--- src/rtl/axi_drain_pkg.sv ---
// Shared types and default constants for the AXI drain/sleep controller.
// ctrl_of() gives the registered control outputs associated with each state.
package axi_drain_pkg;

  localparam int DEF_MAX_OUTSTANDING = 16;
  localparam int DEF_DRAIN_TIMEOUT   = 1024;
  localparam int DEF_WAKE_CYCLES     = 4;

  typedef enum logic [2:0] {
    ST_RUN     = 3'd0,
    ST_DRAIN   = 3'd1,
    ST_ISOLATE = 3'd2,
    ST_SLEEP   = 3'd3,
    ST_WAKE    = 3'd4
  } state_t;

  typedef struct packed {
    logic block;
    logic iso;
    logic clk_en;
    logic ack;
  } ctrl_t;

  function automatic ctrl_t ctrl_of(input state_t s);
    ctrl_t c;
    c = '{block: 1'b0, iso: 1'b0, clk_en: 1'b1, ack: 1'b0};
    case (s)
      ST_DRAIN:   c = '{block: 1'b1, iso: 1'b0, clk_en: 1'b1, ack: 1'b0};
      ST_ISOLATE: c = '{block: 1'b1, iso: 1'b1, clk_en: 1'b1, ack: 1'b0};
      ST_SLEEP:   c = '{block: 1'b1, iso: 1'b1, clk_en: 1'b0, ack: 1'b1};
      ST_WAKE:    c = '{block: 1'b1, iso: 1'b1, clk_en: 1'b1, ack: 1'b0};
      default:    c = '{block: 1'b0, iso: 1'b0, clk_en: 1'b1, ack: 1'b0};
    endcase
    return c;
  endfunction

endpackage

--- src/rtl/axi_drain_cnt.sv ---
// Saturating up/down counter for outstanding AXI transactions.
// err flags an overflow (or optional underflow) attempt in the current cycle.
module axi_drain_cnt #(
  parameter int MAX       = 16,
  parameter int W         = $clog2(MAX + 1),
  parameter bit UNDER_ERR = 1'b1
) (
  input  logic         clk,
  input  logic         rst,
  input  logic         clr,
  input  logic         hold,
  input  logic         inc,
  input  logic         dec,
  output logic [W-1:0] count,
  output logic         err
);

  localparam logic [W-1:0] MAX_V = W'(MAX);

  logic up;
  logic dn;

  // Simultaneous inc and dec cancel, so neither direction is taken.
  assign up = inc & ~dec & ~hold;
  assign dn = dec & ~inc & ~hold;

  always_comb begin
    err = 1'b0;
    if (up && count == MAX_V) err = 1'b1;
    if (UNDER_ERR && dn && count == '0) err = 1'b1;
  end

  always_ff @(posedge clk) begin
    if (rst || clr) begin
      count <= '0;
    end else if (up && count != MAX_V) begin
      count <= count + 1'b1;
    end else if (dn && count != '0) begin
      count <= count - 1'b1;
    end
  end

endmodule

--- src/rtl/axi_drain_ctrl.sv ---
// Drains outstanding AXI traffic, isolates and clock-gates the downstream
// slice on a sleep request, and sequences the wake-up back to RUN.
module axi_drain_ctrl
  import axi_drain_pkg::*;
#(
  parameter int MAX_OUTSTANDING = DEF_MAX_OUTSTANDING,
  parameter int DRAIN_TIMEOUT   = DEF_DRAIN_TIMEOUT,
  parameter int WAKE_CYCLES     = DEF_WAKE_CYCLES
) (
  input  logic clk_i,
  input  logic rst_i,
  input  logic sleep_req_i,
  output logic sleep_ack_o,
  input  logic incoming_req_i,
  output logic wake_o,
  output logic block_req_o,
  output logic isolate_o,
  output logic clk_en_o,
  input  logic aw_valid_i,
  input  logic aw_ready_i,
  input  logic ar_valid_i,
  input  logic ar_ready_i,
  input  logic w_valid_i,
  input  logic w_ready_i,
  input  logic w_last_i,
  input  logic b_valid_i,
  input  logic b_ready_i,
  input  logic r_valid_i,
  input  logic r_ready_i,
  input  logic r_last_i,
  output logic timeout_o,
  output logic error_o,
  output state_t dbg_state,
  output logic [$clog2(MAX_OUTSTANDING+1)-1:0] dbg_wr_out,
  output logic [$clog2(MAX_OUTSTANDING+1)-1:0] dbg_rd_out,
  output logic [$clog2(MAX_OUTSTANDING+1)-1:0] dbg_w_open
);

  localparam int CW = $clog2(MAX_OUTSTANDING + 1);
  localparam int TW = $clog2(DRAIN_TIMEOUT + 1);
  localparam int WW = $clog2(WAKE_CYCLES + 1);
  localparam logic [TW-1:0] TMO_LAST  = TW'(DRAIN_TIMEOUT - 1);
  localparam logic [WW-1:0] WAKE_LAST = WW'(WAKE_CYCLES - 1);

  // A channel transfer happens in any cycle where valid and ready are both
  // high; valid/ready are only observed here, never driven.
  logic aw_hs, ar_hs, w_last_hs, b_hs, r_last_hs;
  assign aw_hs     = aw_valid_i & aw_ready_i;
  assign ar_hs     = ar_valid_i & ar_ready_i;
  assign w_last_hs = w_valid_i & w_ready_i & w_last_i;
  assign b_hs      = b_valid_i & b_ready_i;
  assign r_last_hs = r_valid_i & r_ready_i & r_last_i;

  state_t        state;
  ctrl_t         ctrl;
  logic [TW-1:0] tmo_cnt;
  logic [WW-1:0] wake_cnt;
  logic [CW-1:0] wr_out, rd_out, w_open;
  logic          wr_err, rd_err, wo_err;
  logic          cnt_clr, cnt_hold, idle;

  assign cnt_clr  = (state == ST_ISOLATE);
  assign cnt_hold = (state == ST_SLEEP) || (state == ST_WAKE);
  assign idle     = (wr_out == '0) && (rd_out == '0) && (w_open == '0) && !w_valid_i;

  axi_drain_cnt #(.MAX(MAX_OUTSTANDING), .W(CW), .UNDER_ERR(1'b1)) u_wr_cnt (
    .clk(clk_i), .rst(rst_i), .clr(cnt_clr), .hold(cnt_hold),
    .inc(aw_hs), .dec(b_hs), .count(wr_out), .err(wr_err)
  );

  axi_drain_cnt #(.MAX(MAX_OUTSTANDING), .W(CW), .UNDER_ERR(1'b1)) u_rd_cnt (
    .clk(clk_i), .rst(rst_i), .clr(cnt_clr), .hold(cnt_hold),
    .inc(ar_hs), .dec(r_last_hs), .count(rd_out), .err(rd_err)
  );

  // W data may legally precede its AW, so an early W-last is not an error.
  axi_drain_cnt #(.MAX(MAX_OUTSTANDING), .W(CW), .UNDER_ERR(1'b0)) u_w_cnt (
    .clk(clk_i), .rst(rst_i), .clr(cnt_clr), .hold(cnt_hold),
    .inc(aw_hs), .dec(w_last_hs), .count(w_open), .err(wo_err)
  );

  always_ff @(posedge clk_i) begin
    if (rst_i) begin
      state     <= ST_RUN;
      ctrl      <= ctrl_of(ST_RUN);
      tmo_cnt   <= '0;
      wake_cnt  <= '0;
      wake_o    <= 1'b0;
      timeout_o <= 1'b0;
      error_o   <= 1'b0;
    end else begin
      error_o <= error_o | wr_err | rd_err | wo_err;
      wake_o  <= 1'b0;
      case (state)
        ST_RUN: begin
          if (sleep_req_i) begin
            state   <= ST_DRAIN;
            ctrl    <= ctrl_of(ST_DRAIN);
            tmo_cnt <= '0;
          end
        end
        ST_DRAIN: begin
          if (!sleep_req_i) begin
            state <= ST_RUN;
            ctrl  <= ctrl_of(ST_RUN);
          end else if (idle) begin
            state <= ST_ISOLATE;
            ctrl  <= ctrl_of(ST_ISOLATE);
          end else if (tmo_cnt == TMO_LAST) begin
            state     <= ST_ISOLATE;
            ctrl      <= ctrl_of(ST_ISOLATE);
            timeout_o <= 1'b1;
          end else begin
            tmo_cnt <= tmo_cnt + 1'b1;
          end
        end
        ST_ISOLATE: begin
          state <= ST_SLEEP;
          ctrl  <= ctrl_of(ST_SLEEP);
        end
        ST_SLEEP: begin
          if (!sleep_req_i) begin
            state    <= ST_WAKE;
            ctrl     <= ctrl_of(ST_WAKE);
            wake_cnt <= '0;
          end else begin
            wake_o <= incoming_req_i;
          end
        end
        ST_WAKE: begin
          // sleep_req_i is deliberately not looked at until back in RUN.
          if (wake_cnt == WAKE_LAST) begin
            state <= ST_RUN;
            ctrl  <= ctrl_of(ST_RUN);
          end else begin
            wake_cnt <= wake_cnt + 1'b1;
          end
        end
        default: begin
          state <= ST_RUN;
          ctrl  <= ctrl_of(ST_RUN);
        end
      endcase
    end
  end

  assign block_req_o = ctrl.block;
  assign isolate_o   = ctrl.iso;
  assign clk_en_o    = ctrl.clk_en;
  assign sleep_ack_o = ctrl.ack;
  assign dbg_state   = state;
  assign dbg_wr_out  = wr_out;
  assign dbg_rd_out  = rd_out;
  assign dbg_w_open  = w_open;

endmodule

--- config.mk ---
export PLATFORM = sky130hd
export DESIGN_NAME = axi_drain_ctrl
export DESIGN_NICKNAME = d
export VERILOG_FILES = /design/src/rtl/axi_drain_pkg.sv /design/src/rtl/axi_drain_cnt.sv /design/src/rtl/axi_drain_ctrl.sv
export SDC_FILE = /design/constraint.sdc
export NUM_CORES = 1
export LEC_CHECK = 0
export ABC_AREA = 0
export CORE_UTILIZATION = 48
export DETAILED_ROUTE_END_ITERATION = 10
export HOLD_SLACK_MARGIN = 0.06
export PLACE_DENSITY = 0.84
export SYNTH_ARGS = -nofsm -noshare
export SYNTH_HDL_FRONTEND = slang
export SYNTH_SLANG_ARGS = --single-unit
--- constraint.sdc ---
create_clock -name clk_i -period 2.7 [get_ports clk_i]
set_input_delay 0.54 -clock clk_i [delete_from_list [all_inputs] [get_ports clk_i]]
set_output_delay 0.54 -clock clk_i [all_outputs]
set_load 0.005 [all_outputs]
==> results_dict.tcl, run 1 <==
set metrics [dict create \
    design.final.nets 403 \
    cts_tree "yes" \
    fmax_mhz 370.4 \
    critPathTopFamily "simple AND/OR/NAND/NOR gates" \
    dp_hpwl_um 4599 \
    switching_share_pct 33.96 \
    dieArea_mm2 0.005396 \
    fin_skew_ns 0.008697 \
    yosys_warnings 0 \
    cp_common_cell "or4_4" \
    drt_pass1_iterations 4 \
    drive_above_1_share_pct 23.92 \
    insertion_delay_ns 0.30 \
    critPathBufInv 0 \
    internal_power_mw 1.444 \
    clockPowerShare_pct 22.9 \
    routed_wl_um 6522 \
    synth-main-ff-cell "dfxtp_1" \
    tns_ns 0 \
    die_w_um 73.46 \
    cp-end-kind "flip-flop" \
    maxSlewViolCount 0 \
    cp_cell_sequence "or4_4, o211ai_1, or2_4, ha_1, nor2b_1, o21a_1, or4_4, o311ai_4, o41ai_2" \
    synth-edff-count 0 \
    wire_per_inst_um 14.86 \
    cpPeakStageDelay_ns 0.53 \
    slew_headroom_pct 40.58 \
    fin_cells 439 \
    vdd_drop_max_uv 423.0 \
    setup_viol 0 \
    rsz0062_at_grt "yes" \
    hold_buffers 0 \
    p_switching_mw 0.7426 \
    fill_cells 373 \
    drt_iter0_markers 220 \
    synth_area_per_cell_um2 8.692 \
    final_cell_mix "50 x buf_4, 36 x dfxtp_1, 36 x clkdlybuf4s50_1, 28 x nor2_1, 18 x a21oi_1" \
    synth.net_count 314 \
    p_leak_nw 1.371 \
    final_common_cell "buf_4" \
    hold_viol_final 0 \
    cts_htree_levels 2 \
    reg2reg_from "u_w_cnt.count[3]" \
    power_density_mw_per_mm2 635.7 \
    yosys-top-cells-area "dfxtp_1 32%, ha_1 6.6%, nor2_1 4.3%" \
    grt_pass1_vias 2379 \
    cts_made_buffers 5 \
    worst-setup-path-type "reg -> reg" \
    whs_ns 0.4549 \
    place.gp.congestion 0.8811 \
    power_frac_comb_pct 46.4 \
    vias 2480 \
    synth_largest_area_cell "dfxtp_1" \
    dp_cells 428 \
    track_usage_pct 25.73 \
    row_count 25 \
    fp.dieH_um 73.46 \
    vias_per_cell 5.649 \
    cts_max_path_buffers 2 \
    seq_power_share_pct 30.8 \
    synthArstFlopShare_pct 0 \
    path_clk_slew_ns 0.08 \
    rr_worst_depth 9 \
    crit_slowest_cell "or4_4" \
    grt-ovfl-total 0 \
    syn_inst 282 \
    min_from "wake_cnt[2]" \
    path_max_fanout 3 \
    synth_cell_type_count 59 \
    yosysSeqAreaShare_pct 31.85 \
    tightest_slew_ns 0.8832 \
    syn_to_final_growth_pct 40.33 \
    synth_top_area_share_pct 31.85 \
    drc 0 \
    antenna_found_initial 0 \
    cts_root_buf "clkbuf_8" \
    antenna_cells 0 \
    synth_seq_cells 39 \
    hold_end "wake_cnt[2]" \
    r2r_slack_ns 0.00009 \
    design.core.area_mm2 0.004817 \
    status "finished clean" \
    min_period_over_period_pct 100.0 \
    clock-sinks 39 \
    drtAntennaViolNets 0 \
    max_cap_viol_count 0 \
    reg2reg_to "u_w_cnt.count[4]" \
    ioPinCount 41 \
    start_util_pct 50.88 \
    grt_max_degree 17 \
    path_depth 9 \
    synth_area_mm2 0.002451 \
    min_period_ns 2.700 \
    worstHoldPathType "reg -> reg" \
    worstPathArrival_ns 2.88 \
    grt_pass1_wl_um 10770 \
    cp-start-kind "flip-flop" \
    critPathRequiredTime_ns 2.88 \
    io_buffers 40 \
    hold_path_depth 2 \
]
[worst max-delay path by stage]
stage | start | endpoint | slack (ns)
6_report | u_w_cnt.count[3] | u_w_cnt.count[4] | 0.00009
5_1_grt | u_w_cnt.count[1] | u_w_cnt.count[4] | -0.09
4_1_cts | u_w_cnt.count[0] | u_w_cnt.count[4] | -0.005
3_5_place_dp | aw_valid_i | u_wr_cnt.count[4] | -0.60
3_3_place_gp | aw_valid_i | u_wr_cnt.count[4] | -0.48
2_1_floorplan | aw_valid_i | u_wr_cnt.count[4] | 0.01
[through the flow]
| step | utilization (%) | instance area (um^2) | total power, mW | worst slack (ns) |
|---|---|---|---|---|
| after floorplan | - | 2452 | 1.215 | 0.01200 |
| after global placement | 66.88 | 3222 | 1.596 | -0.4832 |
| after detailed placement | 66.88 | 3222 | 1.622 | -0.6032 |
| after CTS | 70.57 | 3400 | 2.166 | -0.005133 |
| after global routing | 71.40 | 3440 | 2.312 | -0.08805 |
| final | 71.40 | 3440 | 2.187 | 0.00009370 |
[worst min-delay path: stages, from the launching register on]
cell and delay, ns:
dfxtp_1 0.32, nand2_1 0.05, o31ai_1 0.05
[area by class of cell]
cell class | count | area (um^2) | share of cell area, %
Multi-Input combinational cell | 223 | 1639 | 47.65
Clock inverter | 3 | 43.79 | 1.273
Clock buffer | 5 | 68.82 | 2.001
Sequential cell | 39 | 784.5 | 22.81
Tap cell | 67 | 83.83 | 2.437
Inverter | 12 | 45.04 | 1.310
Timing Repair Buffer | 90 | 774.5 | 22.52
[cells in the mapped netlist (all sizes together) (8+ instances only)]
master  instances
dfxtp          39
nor2           28
nand3          11
a21o            8
a21oi          19
a211oi          8
nor3            9
nand2          14
nor2b           8
o21ai           8
ha             13
xnor2           8
inv            12
a31oi           9
[registers in the layout, indices dropped and copies added, names as in the netlist]
| register | cells |
|---|---|
| sleep_ack_o | 1 |
| wake_o | 1 |
| u_w_cnt.count | 5 |
| clk_en_o | 1 |
| wake_cnt | 3 |
| error_o | 1 |
| dbg_state | 3 |
| isolate_o | 1 |
| tmo_cnt | 11 |
| timeout_o | 1 |
| u_wr_cnt.count | 5 |
| u_rd_cnt.count | 5 |
| block_req_o | 1 |
[power groups by stage]
| stage | Combinational, mW | Sequential [mW] | Clock, mW |
|---|---|---|---|
| finish | 1.01 | 0.673 | 0.500 |
| floorplan | 0.494 | 0.722 | 0 |
| detailed placement | 0.941 | 0.681 | 0 |
| global route | 1.11 | 0.679 | 0.526 |
| CTS | 0.989 | 0.670 | 0.507 |
| global placement | 0.916 | 0.680 | 0 |
[logic make-up after synthesis]
group | count (synthesis) | synth area share [%]
buf+inv | 20 | 4.594
compound gates | 84 | 24.50
simple gates | 106 | 23.43
fa+ha+maj | 16 | 9.087
flops | 39 | 31.85
mux | 8 | 3.318
xor+xnor | 9 | 3.216
[repair_timing]
item / 4_1_cts / 5_1_grt
setup buffers: 0 / 3
gates resized for setup: 17 / 8
endpoints found under the setup margin: 3 / 3
pin swaps: 11 / 17
[routing by layer]
metal,global-route usage [%],up-vias,wire length [um]
met3,3.978,8,275
li1,-,1232,-
met5,0,-,0
met1,31.07,1173,2889
met4,7.479,0,63
met2,46.79,67,3293
Note: power is estimated with default switching activity, not from simulation.
==> run 2, diff against run 1 <==
GPL_TIMING_DRIVEN = 0   (was unset)
==> run 2 against run 1 <==
Effect of this change:
- the flow now finishes with violations (negative setup slack)
- utilization decreased by 3.3 points
- via count decreased by 5.6%
- sequential power increased by 10%
- combinational power decreased by 16%
- fmax decreased by 0.58%
- cell count decreased by 6.6%
- hold slack improved by 0.0027 ns
- register-to-register slack got worse by 0.02 ns
- clock skew decreased by 0.0055 ns
- critical endpoint unchanged
- highest routed layer unchanged
==> results_dict.tcl, run 2 (synthesis gave the netlist of run 1 again) <==
set metrics [dict create \
    worst-setup-path-type "reg -> reg" \
    dp_hpwl_um 4238 \
    ioPinCount 41 \
    rr_worst_depth 9 \
    fp.dieH_um 73.46 \
    vias 2340 \
    cpPeakStageDelay_ns 0.54 \
    dp_slack_ns -0.6348 \
    p_leak_nw 1.263 \
    antenna_cells 0 \
    setup_viol 1 \
    fin_ws_ns -0.01556 \
    drt_pass1_iterations 5 \
    clock-sinks 39 \
    fmax_mhz 368.2 \
    cts_htree_levels 2 \
    largest-register "tmo_cnt" \
    reg2reg_from "u_w_cnt.count[1]" \
    antenna_found_initial 0 \
    largest_reg_flops 11 \
    hold_viol_final 0 \
    start_util_pct 50.88 \
    path_clk_slew_ns 0.08 \
    wire_per_inst_um 15.00 \
    drc 0 \
    cts_max_path_buffers 2 \
    cp-start-kind "flip-flop" \
    critPathRequiredTime_ns 2.87 \
    insertion_delay_ns 0.29 \
    crit_end "u_w_cnt.count[4]" \
    design.core.area_mm2 0.004817 \
    p_total_mw 1.994 \
    reg2reg_to "u_w_cnt.count[4]" \
    die_w_um 73.46 \
    final_common_cell "clkdlybuf4s50_1" \
    tns_ns -0.01556 \
    max_cap_viol_count 0 \
    final_cell_mix "30 x clkdlybuf4s50_1, 29 x dfxtp_1, 28 x nor2_1, 18 x a21oi_1, 15 x buf_4" \
    grt-ovfl-total 0 \
    fin_skew_ns 0.003197 \
    power_density_mw_per_mm2 608.0 \
    path_max_fanout 5 \
    vdd_drop_max_uv 461.4 \
    cp-end-kind "flip-flop" \
    critPathBufInv 0 \
    critPathLaunch "u_w_cnt.count[1]" \
    fill_cells 400 \
    grt_pass1_wl_um 9956 \
    rsz0062_at_grt "yes" \
    drive_above_1_share_pct 20.70 \
    worstPathArrival_ns 2.89 \
    dieArea_mm2 0.005396 \
    cts_made_buffers 5 \
    worstHoldPathType "reg -> reg" \
    syn_to_final_growth_pct 33.79 \
    grt_pass1_vias 2172 \
    routed_wl_um 6148 \
    cts_root_buf "clkbuf_8" \
    path_depth 9 \
    min_from "block_req_o" \
    min_period_ns 2.716 \
    row_count 25 \
    place.gp.congestion 0.8826 \
    status "finished with violations" \
    cts_tree "yes" \
    critPathTopFamily "simple AND/OR/NAND/NOR gates" \
    tightest_slew_ns 0.6536 \
    grt_max_degree 12 \
    final_area_mm2 0.003279 \
    r2r_slack_ns -0.02 \
    min_period_over_period_pct 100.6 \
    slew_headroom_pct 56.03 \
    io_buffers 40 \
    violations "negative setup slack" \
    maxSlewViolCount 0 \
    design.final.nets 375 \
    drt_iter0_markers 164 \
    placed_area_mm2 0.002937 \
    vias_per_cell 5.707 \
    cp_cell_sequence "or4_4, o211ai_1, or2_4, ha_1, nor2b_1, o21a_1, or4_1, o311ai_1, o41ai_1" \
    crit_slowest_cell "or4_4" \
    hold_buffers 0 \
    track_usage_pct 23.26 \
    drtAntennaViolNets 0 \
]
[run 2: final cells by class]
class                      instances  area (um^2)  share of cell area [%]
multi-input combinational        223         1678                   51.16
sequential                        39        798.3                   24.34
timing repair buffer              55        523.0                   15.95
tap                               67        83.83                   2.556
clock buffer                       6        82.58                   2.518
buffer                             7        63.81                   1.946
inverter                          12        45.04                   1.374
clock inverter                     1        5.005                  0.1526
[run 2: routing by layer]
metal  wire, um  vias up  part of all wire (%)  GRT usage (%)
li1           -     1179                     -              -
met1       2862     1082                    47          29.59
met2       2957       68                    48          39.76
met3        258       11                   4.2          3.978
met4         70        0                   1.1          7.692
met5          0        -                     0              0
[run 2: worst min path at each step]
stage                        endpoint  slack (ns)  depth (start not counted)
after floorplan           wake_cnt[2]        0.43                          2
after detailed placement  block_req_o        0.45                          2
final                     block_req_o        0.46                          2
after global routing      block_req_o        0.50                          2
after CTS                 block_req_o        0.46                          2
after global placement    wake_cnt[2]        0.43                          2
[run 2: what timing repair did]
item | 4_1_cts | 5_1_grt
setup buffers | 4 | 11
gates resized for setup | 26 | 22
pin swaps | 11 | 22
endpoints found under the setup margin | 3 | 4
[run 2: worst min-delay path, stage by stage (launching register included)]
cell      delay [ns]
dfxtp_1         0.31
inv_1           0.06
a211oi_2        0.05
[run 2: stage by stage]
stage	utilization, %	std cells	hold slack, ns
6_report	68.08	410	0.4576
5_1_grt	68.08	410	0.4971
4_1_cts	65.22	399	0.4610
3_5_place_dp	60.96	389	0.4500
3_3_place_gp	60.96	389	0.4346
2_1_floorplan	-	282	0.4251
[run 2: where the power goes]
part	switching [mW]	total (mW)	internal [mW]	leakage [nW]
clock network	0.204	0.405	0.201	0.0470
logic	0.390	0.847	0.456	0.893
registers	0.102	0.742	0.641	0.322
total	0.696	1.99	1.30	1.26
